**src/rtl/pong_match_ctrl_pkg.sv**
```systemverilog
// pong_match_ctrl_pkg: shared state/winner encodings and sizing helpers for the Pong match controller
package pong_match_ctrl_pkg;

    typedef enum logic [2:0] {
        ST_IDLE  = 3'd0,
        ST_SERVE = 3'd1,
        ST_PLAY  = 3'd2,
        ST_PAUSE = 3'd3,
        ST_OVER  = 3'd4
    } state_t;

    localparam logic [1:0] WIN_NONE = 2'b00;
    localparam logic [1:0] WIN_P1   = 2'b01;
    localparam logic [1:0] WIN_P2   = 2'b10;
    localparam logic [1:0] WIN_DRAW = 2'b11;

    localparam int BCD_W = 4;

    // Width of a counter that must hold the larger of two tick targets
    function automatic int cnt_width(input int a, input int b);
        return $clog2(((a > b) ? a : b) + 1);
    endfunction

endpackage

```
**src/rtl/pong_match_ctrl_bcd_countdown.sv**
```systemverilog
// bcd_countdown: M:SS BCD round clock that loads ROUND_MIN:00 and counts down to 0:00 without underflow
module bcd_countdown
    import pong_match_ctrl_pkg::*;
#(
    parameter int ROUND_MIN = 3
)(
    input  logic             i_clk,
    input  logic             i_rst_n,
    input  logic             i_load,
    input  logic             i_en,
    input  logic             i_dec,
    output logic [BCD_W-1:0] o_min,
    output logic [BCD_W-1:0] o_sec_tens,
    output logic [BCD_W-1:0] o_sec_units,
    output logic             o_zero
);

    localparam logic [BCD_W-1:0] LOAD_MIN = BCD_W'(ROUND_MIN);

    logic [BCD_W-1:0] r_min;
    logic [BCD_W-1:0] r_sec_tens;
    logic [BCD_W-1:0] r_sec_units;
    logic             w_zero;

    assign w_zero      = (r_min == '0) && (r_sec_tens == '0) && (r_sec_units == '0);
    assign o_zero      = w_zero;
    assign o_min       = r_min;
    assign o_sec_tens  = r_sec_tens;
    assign o_sec_units = r_sec_units;

    // Load has priority; a decrement borrows units->tens->minutes and stops at 0:00
    always_ff @(posedge i_clk or negedge i_rst_n) begin
        if (!i_rst_n) begin
            r_min       <= LOAD_MIN;
            r_sec_tens  <= '0;
            r_sec_units <= '0;
        end else if (i_load) begin
            r_min       <= LOAD_MIN;
            r_sec_tens  <= '0;
            r_sec_units <= '0;
        end else if (i_en && i_dec && !w_zero) begin
            if (r_sec_units != '0) begin
                r_sec_units <= r_sec_units - 1'b1;
            end else begin
                r_sec_units <= BCD_W'(9);
                if (r_sec_tens != '0) begin
                    r_sec_tens <= r_sec_tens - 1'b1;
                end else begin
                    r_sec_tens <= BCD_W'(5);
                    r_min      <= r_min - 1'b1;
                end
            end
        end
    end

endmodule

```
**src/rtl/pong_match_ctrl.sv**
```systemverilog
// pong_match_ctrl: game-flow FSM owning scores, serve side, tick counter and the round clock
module pong_match_ctrl
    import pong_match_ctrl_pkg::*;
#(
    parameter int SCORE_W     = 4,
    parameter int WIN_SCORE   = 7,
    parameter int ROUND_MIN   = 3,
    parameter int SERVE_TICKS = 200,
    parameter int OVER_TICKS  = 300,
    parameter int AUTO_SERVE  = 0
)(
    input  logic               i_clk,
    input  logic               i_rst_n,
    input  logic               i_tick_100hz,
    input  logic               i_tick_1hz,
    input  logic               i_start,
    input  logic               i_pause,
    input  logic               i_mode,
    input  logic               i_miss1,
    input  logic               i_miss2,
    output logic [2:0]         o_state,
    output logic               o_stop,
    output logic               o_ball_reset,
    output logic               o_serve_dir,
    output logic [SCORE_W-1:0] o_score1,
    output logic [SCORE_W-1:0] o_score2,
    output logic [1:0]         o_winner,
    output logic [BCD_W-1:0]   o_min,
    output logic [BCD_W-1:0]   o_sec_tens,
    output logic [BCD_W-1:0]   o_sec_units
);

    localparam int                 CNT_W   = cnt_width(SERVE_TICKS, OVER_TICKS);
    localparam logic [CNT_W-1:0]   SERVE_N = CNT_W'(SERVE_TICKS);
    localparam logic [CNT_W-1:0]   OVER_N  = CNT_W'(OVER_TICKS);
    localparam logic [SCORE_W-1:0] WIN_N   = SCORE_W'(WIN_SCORE);

    state_t             r_state;
    logic               r_stop;
    logic               r_ball_reset;
    logic               r_serve_dir;
    logic               r_mode;
    logic [SCORE_W-1:0] r_score1;
    logic [SCORE_W-1:0] r_score2;
    logic [1:0]         r_winner;
    logic [CNT_W-1:0]   r_cnt;

    logic               w_load;
    logic               w_dec;
    logic               w_zero;
    logic               w_miss;
    logic               w_timeout;
    logic               w_win_hit;
    logic [SCORE_W-1:0] w_score1_nx;
    logic [SCORE_W-1:0] w_score2_nx;

    // A lone miss credits the opponent (saturating); a double miss is a replay with no score change
    assign w_score1_nx = (i_miss2 && !i_miss1 && r_score1 != '1) ? r_score1 + 1'b1 : r_score1;
    assign w_score2_nx = (i_miss1 && !i_miss2 && r_score2 != '1) ? r_score2 + 1'b1 : r_score2;
    assign w_miss      = i_miss1 || i_miss2;
    assign w_win_hit   = r_mode && (w_score1_nx == WIN_N || w_score2_nx == WIN_N);
    assign w_timeout   = !r_mode && w_zero;
    assign w_load      = (r_state == ST_IDLE) && i_start;
    assign w_dec       = (r_state == ST_PLAY) && i_tick_1hz;

    bcd_countdown #(
        .ROUND_MIN (ROUND_MIN)
    ) u_clock (
        .i_clk       (i_clk),
        .i_rst_n     (i_rst_n),
        .i_load      (w_load),
        .i_en        (!r_mode),
        .i_dec       (w_dec),
        .o_min       (o_min),
        .o_sec_tens  (o_sec_tens),
        .o_sec_units (o_sec_units),
        .o_zero      (w_zero)
    );

    // Match FSM: every output is a register updated alongside the state transition
    always_ff @(posedge i_clk or negedge i_rst_n) begin
        if (!i_rst_n) begin
            r_state      <= ST_IDLE;
            r_stop       <= 1'b1;
            r_ball_reset <= 1'b0;
            r_serve_dir  <= 1'b0;
            r_mode       <= 1'b0;
            r_score1     <= '0;
            r_score2     <= '0;
            r_winner     <= WIN_NONE;
            r_cnt        <= '0;
        end else begin
            r_ball_reset <= 1'b0;
            case (r_state)
                ST_IDLE: begin
                    if (i_start) begin
                        r_state      <= ST_SERVE;
                        r_score1     <= '0;
                        r_score2     <= '0;
                        r_winner     <= WIN_NONE;
                        r_mode       <= i_mode;
                        r_cnt        <= '0;
                        r_ball_reset <= 1'b1;
                    end
                end
                ST_SERVE: begin
                    if (r_cnt == SERVE_N && (AUTO_SERVE != 0 || i_start)) begin
                        r_state <= ST_PLAY;
                        r_stop  <= 1'b0;
                        r_cnt   <= '0;
                    end else if (i_tick_100hz && r_cnt != SERVE_N) begin
                        r_cnt <= r_cnt + 1'b1;
                    end
                end
                ST_PLAY: begin
                    if (w_miss) begin
                        r_score1 <= w_score1_nx;
                        r_score2 <= w_score2_nx;
                        r_stop   <= 1'b1;
                        r_cnt    <= '0;
                        if (i_miss1 != i_miss2) r_serve_dir <= i_miss2;
                        if (w_win_hit) begin
                            r_state  <= ST_OVER;
                            r_winner <= (w_score1_nx == WIN_N) ? WIN_P1 : WIN_P2;
                        end else begin
                            r_state      <= ST_SERVE;
                            r_ball_reset <= 1'b1;
                        end
                    end else if (w_timeout) begin
                        r_state  <= ST_OVER;
                        r_stop   <= 1'b1;
                        r_cnt    <= '0;
                        r_winner <= (r_score1 > r_score2) ? WIN_P1 :
                                    (r_score2 > r_score1) ? WIN_P2 : WIN_DRAW;
                    end else if (i_pause) begin
                        r_state <= ST_PAUSE;
                        r_stop  <= 1'b1;
                    end
                end
                ST_PAUSE: begin
                    if (i_pause) begin
                        r_state <= ST_PLAY;
                        r_stop  <= 1'b0;
                    end
                end
                ST_OVER: begin
                    if (r_cnt == OVER_N) begin
                        r_state <= ST_IDLE;
                        r_cnt   <= '0;
                    end else if (i_tick_100hz) begin
                        r_cnt <= r_cnt + 1'b1;
                    end
                end
                default: begin
                    r_state <= ST_IDLE;
                    r_stop  <= 1'b1;
                end
            endcase
        end
    end

    assign o_state      = r_state;
    assign o_stop       = r_stop;
    assign o_ball_reset = r_ball_reset;
    assign o_serve_dir  = r_serve_dir;
    assign o_score1     = r_score1;
    assign o_score2     = r_score2;
    assign o_winner     = r_winner;

endmodule

```
**config.mk**
```make
export PLATFORM = sky130hd
export DESIGN_NAME = pong_match_ctrl
export DESIGN_NICKNAME = d
export VERILOG_FILES = /design/src/rtl/pong_match_ctrl_pkg.sv /design/src/rtl/pong_match_ctrl_bcd_countdown.sv /design/src/rtl/pong_match_ctrl.sv
export SDC_FILE = /design/constraint.sdc
export NUM_CORES = 1
export LEC_CHECK = 0
export CORE_MARGIN = 1.5
export CORE_UTILIZATION = 49
export CTS_CLUSTER_DIAMETER = 30
export DETAILED_ROUTE_END_ITERATION = 8
export PLACE_DENSITY = 0.77
export SYNTH_ARGS = -nofsm -noshare
export SYNTH_HDL_FRONTEND = slang
export SYNTH_SLANG_ARGS = --single-unit
```
**constraint.sdc**
```tcl
create_clock -name i_clk -period 2.1 [get_ports i_clk]
set_input_delay 0.525 -clock i_clk [delete_from_list [all_inputs] [get_ports i_clk]]
set_output_delay 0.525 -clock i_clk [all_outputs]
set_load 0.1 [all_outputs]
```
# Word level (Yosys, flattened, before mapping)
# Cells that the tools add are included.
# totals
elab_cells	137
regBits	38
# op_classes
add_sub_neg	6
bitwise	1
n_lt_le_gt_ge	2
n_mux	53
eq_ne	24
reduce_logical	39
# ops
op	n
4-bit two-way mux	16
9-bit two-way mux	7
9-bit case mux with 4 select lines	1
3-bit two-way mux	8
4-bit case mux with 2 select lines	2
3-bit case mux with 5 select lines	1
1-bit logical AND	14
4-bit zero test	3
2-bit two-way mux	6
3-bit inequality test, second input constant	4
4-bit inequality test, second input constant	3
4-bit nonzero test	3
4-bit by 1-bit subtractor with 4-bit output, second input constant	3
2-bit inequality test, second input constant	5
5-bit AND reduction	2
9-bit by 1-bit adder with 9-bit output, second input constant	1
9-bit by 8-bit equality test with 1-bit output, second input constant	1
9-bit equality test, second input constant	1
1-bit two-way mux	9
9-bit by 8-bit inequality test with 1-bit output, second input constant	1
3-bit AND reduction	3
4-bit by 1-bit adder with 4-bit output, second input constant	2
4-bit by 3-bit equality test with 1-bit output, second input constant	2
4-bit > comparator	2
16 further kinds	25

# Depth between registers and ports, before layout
# Gate-level depths: netlist of run 1.
# depth
word_depth	10
depth_mapped	9
depth_no_buf	8

# Cells and area by module
# A second synthesis of run 1 with hierarchy kept.
# hier_totals
hier_cells	261
area_unflattened_um2	2466.1
# by_module_without_submodules
module	area_per_inst_um2	instances	seq_area_each_um2	cells_each
pong_match_ctrl	1780.5	1	651.9	193
bcd_countdown	685.7	1	302.8	68

# Least setup slack after synthesis of run 1
# Ideal clock, no wire load.
# synth_timing
kind	register to register
startpoint	reg u_clock.r_sec_units[3] (netlist: u_clock.o_sec_units[3])
endpoint	reg r_cnt[8]
stages_incl_launch_ff	7
setup_slack_ps	-654
arrival_ps	2677
n_path_buf	0
path_cell_list	dfrtp_1 > nor4_4 > nand4_1 > a211o_1 > or3_4 > or4_1 > a21oi_1
# synth_via
elab_chain_len	5
# synth_rtl
element	line	source
from (decl)	pong_match_ctrl_bcd_countdown.sv:22	logic [BCD_W-1:0] r_sec_units;
from (signal assigned)	pong_match_ctrl_bcd_countdown.sv:43	r_sec_units <= r_sec_units - 1'b1;
4-bit zero test	pong_match_ctrl_bcd_countdown.sv:25	assign w_zero = (r_min == '0) && (r_sec_tens == '0) && (r_sec_units == '0);
1-bit logical AND	pong_match_ctrl_bcd_countdown.sv:25	
1-bit logical AND	pong_match_ctrl.sv:62	assign w_timeout = !r_mode && w_zero;
3-bit inequality test (no source line)	-	
5-bit AND reduction (no source line)	-	
to (signal assigned)	pong_match_ctrl.sv:112	r_cnt <= r_cnt + 1'b1;
to (signal assigned)	pong_match_ctrl.sv:151	r_cnt <= r_cnt + 1'b1;
to (decl)	pong_match_ctrl.sv:46	logic [CNT_W-1:0] r_cnt;
# Every way passes these cells.
# A chain may end at the register's enable or synchronous reset.

# Worst setup path in the final report of run 1
# Ends and elaborated chain as after synthesis.

==> results of run 1 <==
-- what timing repair did --
action                                  in CTS  in global routing
endpoints found under the setup margin      23                 18
hold buffers                                 0                  0
endpoints found under the hold margin        0                  0
cloned                                       0                  0
buffers inserted                             2                  2
resized for setup                           28                 23
pin swaps                                    5                  7
-- layout by cell type, fill, tap and decap left out, types with 5 or more instances in the layout --
master	count
a21oi_1	11
inv_1	12
o21a_1	6
dfrtp_1	17
nand2_1	32
clkbuf_8	5
buf_4	70
nand3_1	9
nor2b_1	7
buf_12	19
o21ai_0	13
dfrtp_2	10
nand4_1	6
dfrtp_4	8
nor2_1	23
ha_1	12
o21ai_1	10
-- routing by layer --
| layer | wire, um | GRT usage (%) | share of wire (%) | vias to the layer above |
|---|---|---|---|---|
| met5 | 0 | 0 | 0 | - |
| met2 | 3480 | 43.8 | 51 | 85 |
| li1 | - | - | - | 1187 |
| met1 | 2880 | 33.8 | 42 | 1246 |
| met3 | 325 | 3.45 | 4.8 | 16 |
| met4 | 153 | 9.01 | 2.2 | 0 |
-- sequential cells by signal (all words and copies together), names as in the netlist --
name	flops
u_clock.o_sec_units	4
o_winner	2
r_mode	1
o_score1	4
o_stop	1
o_state	3
u_clock.o_sec_tens	4
o_ball_reset	1
u_clock.o_min	4
o_score2	4
o_serve_dir	1
r_cnt	9
-- where the power goes --
part	internal [W]	switching, W	leakage, nW
clock network	0.000230	0.000263	0.0450
registers	0.000962	0.000180	0.478
logic	0.00141	0.00222	1.18
total	0.00260	0.00267	1.71
-- path summary, 6_finish.rpt --
| path | depth (start not counted) | end |
|---|---|---|
| min in group i_clk | 2 | o_serve_dir |
| hold reg to reg | 2 | o_serve_dir |
| max in group asynchronous | 2 | o_stop |
| setup reg to reg | 6 | r_cnt[8] |
| hold / removal | 1 | u_clock.o_min[2] |
| setup / recovery | 6 | r_cnt[8] |
-- cells by family (layout without fill, tap and decap cells) --
| kind of cell | after synthesis | in the layout | synth area share [%] |
|---|---|---|---|
| XOR/XNOR | 5 | 5 | 1.84 |
| adder cells (fa/ha/maj) | 14 | 14 | 7.25 |
| flip-flops | 38 | 38 | 40.1 |
| multiplexers | 3 | 3 | 1.37 |
| AND/OR/NAND/NOR | 121 | 121 | 27.7 |
| buffers and inverters | 21 | 123 | 3.31 |
| AO/OA/AOI/OAI | 70 | 70 | 18.4 |
-- final cells by class --
class	instances	area share [%]
Clock buffer	6	1.94
Clock inverter	2	0.268
Inverter	14	1.40
Multi-Input combinational cell	213	40.3
Sequential cell	38	26.8
Tap cell	54	1.81
Timing Repair Buffer	101	27.5
-- through the flow --
stage / std cells / utilization (%) / total power [W] / worst slack [ps]
after global placement: 416 / 73.7 / 0.00439 / -611
after global routing: 428 / 79.7 / 0.00553 / -344
final: 428 / 79.7 / 0.00527 / -257
after floorplan: 272 / - / 0.00325 / -216
after detailed placement: 416 / 73.7 / 0.00446 / -657
after CTS: 426 / 77.7 / 0.00513 / -199
==> results.json, run 1 <==
{
  "setup_viol": 8,
  "hp-class": "primary input to asynchronous set/reset pin",
  "min_period_ps": 2360,
  "cts_tree": "done",
  "period_share_pct": 112,
  "worst_hold_slack_ps": 192,
  "crit_start": "u_clock.o_sec_units[3]",
  "crit_chain": "nor4_4 > nand4_1 > a211o_1 > or3_4 > or4_1 > a21oi_1",
  "cts_root_buffer": "clkbuf_8",
  "wl_um": 6840,
  "grt_start_max_net_pins": 22,
  "clk_path_buf_depth": 2,
  "placed_area_mm2": 0.00346,
  "p_leak_nw": 1.71,
  "post_drt_wl_per_cell_um": 16.0,
  "rsz0062_at_grt": "yes",
  "drtPass1Iterations": 4,
  "clk_pin_slew_worst_paths_ps": 80,
  "die_area_mm2": 0.00529,
  "antenna_found_initial": 0,
  "yosys_warnings": 0,
  "grt_pass1_wl_um": 10700,
  "setup_tns_ps": -972,
  "path_buf_inv": 0,
  "coreArea_mm2": 0.00469,
  "yosysTopAreaCell": "dfrtp_1",
  "clock_skew_ps": 3.34,
  "final_area_mm2": 0.00374,
  "critPathSlowestCell": "dfrtp_4",
  "nFillCells": 297,
  "numClockSinks": 38,
  "vias": 2534,
  "grt_usage_pct": 25.8,
  "htree_levels": 2,
  "multi_input_area_mm2": 0.00151,
  "drv_cap": 0,
  "synth_seq_cells": 38,
  "cp.required_ps": 2310,
  "netlist_area_mm2": 0.00238,
  "ys_async_sr_fraction_pct": 100,
  "drcViolationCount": 0,
  "final_hold_viol_count": 0,
  "io_pins": 37,
  "fmax_ghz": 0.424,
  "power_density_mw_per_mm2": 1410,
  "fp-row-count": 25,
  "violations": "setup timing",
  "overflow": 0,
  "synthFlopType": "dfrtp_1",
  "path_max_fanout": 8,
  "synthTopCellsByArea": "dfrtp_1 37%, ha_1 6.8%, o21ai_0 5.9%",
  "synthesis.nets": 294,
  "nets": 395,
  "drive_gt1_share_pct": 42.5,
  "ff_latch_area_mm2": 0.00100,
  "numPortBuffers": 36,
  "synth_seq_area_share_pct": 40.1,
  "synth-edff-count": 0,
  "end_kind": "flip-flop",
  "r2r-start": "u_clock.o_sec_units[3]",
  "cp_slowest_stage_delay_ps": 490,
  "drt-initial-drc-count": 90,
  "clock_latency_ps": 290,
  "grt_pass1_vias": 2353,
  "fin_ws_ps": -257,
  "status": "finished, violations left",
  "routabilityCongestion": 0.842,
  "yosysMostFrequentCell": "dfrtp_1",
  "cp_top_family": "simple AND/OR/NAND/NOR gates",
  "hpwlAfterDp_um": 4640,
  "start_kind": "flip-flop",
  "synth_area_per_cell_um2": 8.76,
  "worst_pin_slew_ps": 553,
  "synth_common_cells": "35 x dfrtp_1, 33 x nand2_1, 28 x o21ai_0",
  "die_w_um": 72.7,
  "cts_made_buffers": 5,
  "viasPerCell": 5.92,
  "cp.arrival_ps": 2570,
  "ant_nets": 0,
  "diodes": 0,
  "start_util_pct": 50.8,
  "path_class": "flip-flop to flip-flop",
  "slew_headroom_pct": 62.9,
  "synth_cell_types": 51,
  "syn2layout_area_growth_pct": 57.0,
  "vdd_drop_max_v": 0.00104,
  "syn_inst": 272,
  "die_h_um": 72.7,
  "r2r_setup_slack_ps": -260,
  "synth.top_cell.area_share_pct": 36.8,
  "final_max_slew_viol_count": 0
}
No activity file was read; power rests on OpenSTA's default activity.
==> run 2, diff against run 1 <==
ABC_AREA = 1   (was default)
PLACE_DENSITY = 0.76   (was 0.77)
==> run 2 against run 1 <==
The flow now finishes without violations. Global-route usage is 2.8 points lower. Highest routed layer unchanged. Cell area is 9.5% lower. Hold slack worse by 50 ps. Combinational power is 89% lower. Wire length is 8.9% lower. Register-to-register slack better by 420 ps. Fmax is 22% higher. Sequential cell count stayed put. Total power is 65% lower. Synthesized cell count is 32% higher. Non-clock buffer count is 32 lower.
==> results.json, run 2 <==
{
  "status": "finished clean",
  "setup_tns_ps": 0,
  "grt_pass1_wl_um": 9980,
  "p_clk_share_pct": 29.6,
  "hpwlAfterDp_um": 4720,
  "p_leak_nw": 1.82,
  "synthTopCellsByArea": "dfrtp_1 34%, nand2_1 15%, inv_1 8.3%",
  "nFillCells": 415,
  "htree_levels": 2,
  "syn_inst": 358,
  "io_pins": 37,
  "synth.top_cell.area_share_pct": 34.4,
  "cp_top_family": "simple AND/OR/NAND/NOR gates",
  "cts_tree": "done",
  "yosysMostFrequentCell": "nand2_1",
  "overflow": 0,
  "diodes": 0,
  "setup_viol": 0,
  "comb_power_share_pct": 22.6,
  "final_common_cell": "nand2_1",
  "seqPwrFrac_pct": 47.9,
  "end_kind": "flip-flop",
  "synth_common_cells": "100 x nand2_1, 56 x inv_1, 39 x nand3_1",
  "synth_seq_cells": 38,
  "period_share_pct": 92.1,
  "vias": 2589,
  "final_max_slew_viol_count": 0,
  "cp.arrival_ps": 2130,
  "rr_worst_depth": 13,
  "r2r_end": "r_cnt[4]",
  "clk_pin_slew_worst_paths_ps": 80,
  "grt_start_max_net_pins": 17,
  "clk_path_buf_depth": 2,
  "numClockSinks": 38,
  "instances_no_fill": 502,
  "grt_pass1_vias": 2294,
  "coreArea_mm2": 0.00504,
  "post_drt_wl_per_cell_um": 12.4,
  "drv_cap": 0,
  "cp_slowest_stage_delay_ps": 420,
  "start_util_pct": 50.4,
  "path_class": "flip-flop to flip-flop",
  "wl_um": 6230,
  "switching_share_pct": 33.7,
  "final_hold_viol_count": 0,
  "antenna_found_initial": 0,
  "power_density_mw_per_mm2": 541,
  "preCtsSetupSlack_ps": -254,
  "grt_usage_pct": 23.0,
  "cts_root_buffer": "clkbuf_8",
  "synth-edff-count": 0,
  "postCtsHoldBufs": 0,
  "min_period_ps": 1940,
  "synth_area_per_cell_um2": 7.11,
  "slew_headroom_pct": 72.0,
  "path_max_fanout": 10,
  "synthFlopType": "dfrtp_1",
  "die_w_um": 75.1,
  "synthesis.nets": 380,
  "fin_ws_ps": 165,
  "crit_chain": "inv_1 > ha_1 > inv_1 > nor3_1 > nand3_1 > nand2_1 > nand2_2 > inv_2 > or2_4 > nand3_4 > buf_4 > nand2_1 > o21ai_2",
  "drive_gt1_share_pct": 25.9,
  "ant_nets": 0,
  "path_buf_inv": 4,
  "regMostFlops": "r_cnt",
  "r2r-start": "r_cnt[0]",
  "synth_seq_area_share_pct": 37.5,
  "synth_cell_types": 31,
  "netlist_area_mm2": 0.00254,
  "critPathSlowestCell": "dfrtp_1",
  "dpl.cell_count": 492,
  "routabilityCongestion": 0.929,
  "clock_skew_ps": 5.19,
  "die_h_um": 75.1,
  "die_area_mm2": 0.00563,
  "nets": 453,
  "drtPass1Iterations": 4,
  "worst_hold_slack_ps": 143,
  "start_kind": "flip-flop",
  "p_switching_w": 0.000617,
  "cts_made_buffers": 5,
  "drcViolationCount": 0,
  "fp-row-count": 26,
  "cp.required_ps": 2290,
  "worst_pin_slew_ps": 417,
  "final_cell_mix": "99 x nand2_1, 55 x buf_4, 54 x inv_1",
  "viasPerCell": 5.16,
  "yosysTopAreaCell": "dfrtp_1",
  "drt-initial-drc-count": 133,
  "internal-power_w": 0.00121,
  "largest_reg_flops": 9,
  "vdd_drop_max_v": 0.000403,
  "hp-class": "primary input to asynchronous set/reset pin",
  "syn2layout_area_growth_pct": 33.1,
  "r2r_setup_slack_ps": 160,
  "numPortBuffers": 36,
  "fmax_ghz": 0.517,
  "yosys_warnings": 0,
  "clock_latency_ps": 290,
  "ys_async_sr_fraction_pct": 100,
  "utilization_pct": 67.1
}
[run 2: changes by cell type in the layout (fill, tap and decap cells not counted), sizes merged, moves of 5 or more]
| cell | previous run | this run |
|---|---|---|
| nor2b | 7 | 0 |
| nor3b | 5 | 0 |
| o22ai | 1 | 8 |
| buf | 94 | 62 |
| inv | 14 | 60 |
| nand3 | 9 | 40 |
| o21ai | 28 | 21 |
| or3 | 5 | 0 |
| o21a | 6 | 1 |
| nand2 | 33 | 101 |
[run 2: cell type report]
class                   count  area [um^2]  share of cell area [%]
multi-input cells         255         1370                    40.5
clock buffers               6         82.6                    2.44
well taps                  70         87.6                    2.59
repair buffers             69          613                    18.1
clock inverters             2         12.5                   0.370
flip-flops and latches     38          982                    29.0
inverters                  62          236                    6.98
[run 2: worst max path at each step]
stage	to	cells after the start	from	slack (ps)
3_5_place_dp	o_winner[1]	12	i_miss1	-250
6_report	r_cnt[4]	13	r_cnt[0]	160
4_1_cts	o_winner[1]	12	i_miss1	30
3_3_place_gp	o_winner[1]	13	i_miss1	-180
2_1_floorplan	r_cnt[2]	12	u_clock.o_min[0]	10
5_1_grt	o_winner[0]	13	o_score1[0]	-10
[run 2: through the flow]
step                      total power (W)  area [um^2]
after global placement            0.00127         3230
final                             0.00183         3390
after detailed placement          0.00129         3230
after CTS                         0.00183         3330
after global routing              0.00192         3390
after floorplan                   0.00118         2570
[run 2: worst reg2reg max path: cells and delay by family, from the launching register on]
kind | cells | cell delay (ps)
AOI/OAI and AO/OA | 1 | 50
and+or+nand+nor | 7 | 760
buffers and inverters | 4 | 390
adders and majority gates | 1 | 210
DFF | 1 | 420
[run 2: repair_timing]
action,in CTS,in global routing
gates resized for setup,0,14
setup endpoints to repair,0,13
buffers inserted,0,2
[run 2: kinds of logic (layout without fill, tap and decap cells)]
| logic type | count (synthesis) | after routing | share of synthesized area (%) |
|---|---|---|---|
| compound gates | 45 | 45 | 10.3 |
| simple gates | 190 | 190 | 33.4 |
| fa+ha+maj | 13 | 13 | 6.39 |
| flops | 38 | 38 | 37.5 |
| xor+xnor | 7 | 7 | 2.41 |
| buf+inv | 65 | 139 | 9.99 |
[run 2: power groups by stage]
| stage | combinational [W] | sequential, W | clock [W] |
|---|---|---|---|
| floorplan | 0.000287 | 0.000896 | 0 |
| global placement | 0.000387 | 0.000886 | 0 |
| detailed placement | 0.000403 | 0.000887 | 0 |
| CTS | 0.000407 | 0.000874 | 0.000552 |
| global route | 0.000457 | 0.000886 | 0.000578 |
| finish | 0.000413 | 0.000876 | 0.000542 |
[run 2: routing by layer]
layer | wire, um | vias to the layer above | GRT usage, %
li1 | - | 1306 | -
met1 | 2690 | 1190 | 29.3
met2 | 3110 | 79 | 39.0
met3 | 295 | 14 | 4.28
met4 | 129 | 0 | 8.48
met5 | 0 | - | 0
==> run 3, diff against run 2 <==
CORE_MARGIN = 3   (was 1.5)
==> run 3 against run 2 <==
Clock skew increased by 4.8 ps. Critical path depth is 2 lower. Fmax shrank 1.1%. Die area increased by 8.2%. Wire length decreased by 0.88%. Clock-buffer cell count is 1 higher. Clock power decreased by 3%. Setup slack worse by 21 ps. Final cell count is 0.80% lower. Combinational power grew 2%. Cell area down 0.48%. Largest power group unchanged. Highest routed layer unchanged.
==> results.json, run 3 (synthesis gave the netlist of run 2 again) <==
{
  "coreArea_mm2": 0.00488,
  "r2r_setup_slack_ps": 140,
  "final_max_slew_viol_count": 0,
  "cp.arrival_ps": 2150,
  "antenna_found_initial": 0,
  "p_leak_nw": 1.81,
  "clk_path_buf_depth": 2,
  "cts_root_buffer": "clkbuf_8",
  "setup_tns_ps": 0,
  "drcViolationCount": 0,
  "end_kind": "flip-flop",
  "final_hold_viol_count": 0,
  "vdd_drop_max_v": 0.000348,
  "die_area_mm2": 0.00609,
  "die_h_um": 78.1,
  "min_period_ps": 1960,
  "path_class": "flip-flop to flip-flop",
  "setup_viol": 0,
  "routabilityCongestion": 0.922,
  "fmax_ghz": 0.511,
  "status": "finished clean",
  "ant_nets": 0,
  "hp-class": "primary input to asynchronous set/reset pin",
  "postCtsHoldBufs": 0,
  "hpwlAfterDp_um": 4700,
  "viasPerCell": 5.19,
  "rr_worst_depth": 11,
  "preCtsSetupSlack_ps": -261,
  "final_cell_mix": "99 x nand2_1, 54 x inv_1, 54 x buf_4",
  "clock_skew_ps": 9.97,
  "path_max_fanout": 10,
  "regMostFlops": "r_cnt",
  "drive_gt1_share_pct": 25.3,
  "fin_ws_ps": 143,
  "period_share_pct": 93.2,
  "grt_start_max_net_pins": 39,
  "numClockSinks": 38,
  "wl_um": 6180,
  "start_kind": "flip-flop",
  "drv_cap": 0,
  "power_density_mw_per_mm2": 541,
  "crit_start": "u_clock.o_sec_tens[0]",
  "r2r-start": "u_clock.o_sec_tens[0]",
  "vias": 2585,
  "numPortBuffers": 36,
  "grt_pass1_wl_um": 10500,
  "start_util_pct": 52.1,
  "post_drt_wl_per_cell_um": 12.4,
  "diodes": 0,
  "drt-initial-drc-count": 161,
  "utilization_pct": 69.1,
  "clock_latency_ps": 290,
  "largest_reg_flops": 9,
  "cp.required_ps": 2290,
  "die_w_um": 78.1,
  "grt_pass1_vias": 2422,
  "fp-row-count": 25,
  "crit_path_end": "r_cnt[0]",
  "syn2layout_area_growth_pct": 32.5,
  "drtPass1Iterations": 4,
  "final_common_cell": "nand2_1",
  "io_pins": 37,
  "clk_pin_slew_worst_paths_ps": 80,
  "nets": 452,
  "grt_usage_pct": 21.2,
  "cts_tree": "done",
  "htree_levels": 2,
  "overflow": 0,
  "cts_made_buffers": 5,
  "r2r_end": "r_cnt[0]",
  "worst_pin_slew_ps": 485,
  "slew_headroom_pct": 67.6
}
## run 3: cell types whose count changed in the layout (fill, tap and decap cells not counted), sizes merged
cell	before	now
clkbuf	6	7
buf	62	61
clkinvlp	2	1
## run 3: worst min path at each step
stage / endpoint / from / slack (ps) / depth (start not counted)
after floorplan: o_ball_reset / i_rst_n / 230 / 0
after global routing: r_cnt[8] / i_rst_n / 300 / 2
final: r_cnt[8] / i_rst_n / 270 / 2
after CTS: r_cnt[8] / i_rst_n / 280 / 2
after global placement: o_serve_dir / o_serve_dir / 470 / 2
after detailed placement: o_winner[1] / o_winner[1] / 470 / 2
## run 3: final cells by class
type	count	area [um^2]
clock buffer	7	86.3
clock inverter	1	5.00
fill	416	1510
inverter	62	236
multi-input combinational	255	1370
sequential	38	982
tap	67	83.8
timing repair buffer	68	606
## run 3: worst max-delay path, stage by stage, from the launching register on
cell and delay [ps]:
dfrtp_2 450, nor2_1 170, inv_1 80, nor2_1 200
nand4_1 200, nand2_1 130, inv_1 40, nand2_1 110
nand3_4 160, buf_4 190, nand2_1 70, o21ai_2 50
## run 3: report_power, final
group / total, W / leakage [nW] / switching, W / internal [W]
Sequential: 0.000877 / 0.439 / 0.0000854 / 0.000791
Combinational: 0.000420 / 1.32 / 0.000254 / 0.000165
Clock: 0.000527 / 0.0482 / 0.000262 / 0.000265
## run 3: stage by stage
step	cells	total power, W	area (um^2)	hold slack, ps
final	498	0.00182	3370	271
after global routing	498	0.00193	3370	305
after CTS	493	0.00182	3290	284
after detailed placement	485	0.00129	3200	475
after global placement	485	0.00128	3200	473
after floorplan	358	0.00118	2570	229
## run 3: repair_timing
item,4_1_cts,5_1_grt
setup buffers,0,5
resized for setup,0,13
endpoints found under the setup margin,0,12
## run 3: per-layer routing
layer	vias up	part of all wire (%)	wire length, um	global-route usage [%]
met5	-	0	0	0
met4	0	2.1	128	8.57
met3	14	4.4	274	4.01
met2	66	48	2990	35.2
met1	1196	45	2780	27.3
li1	1309	-	-	-
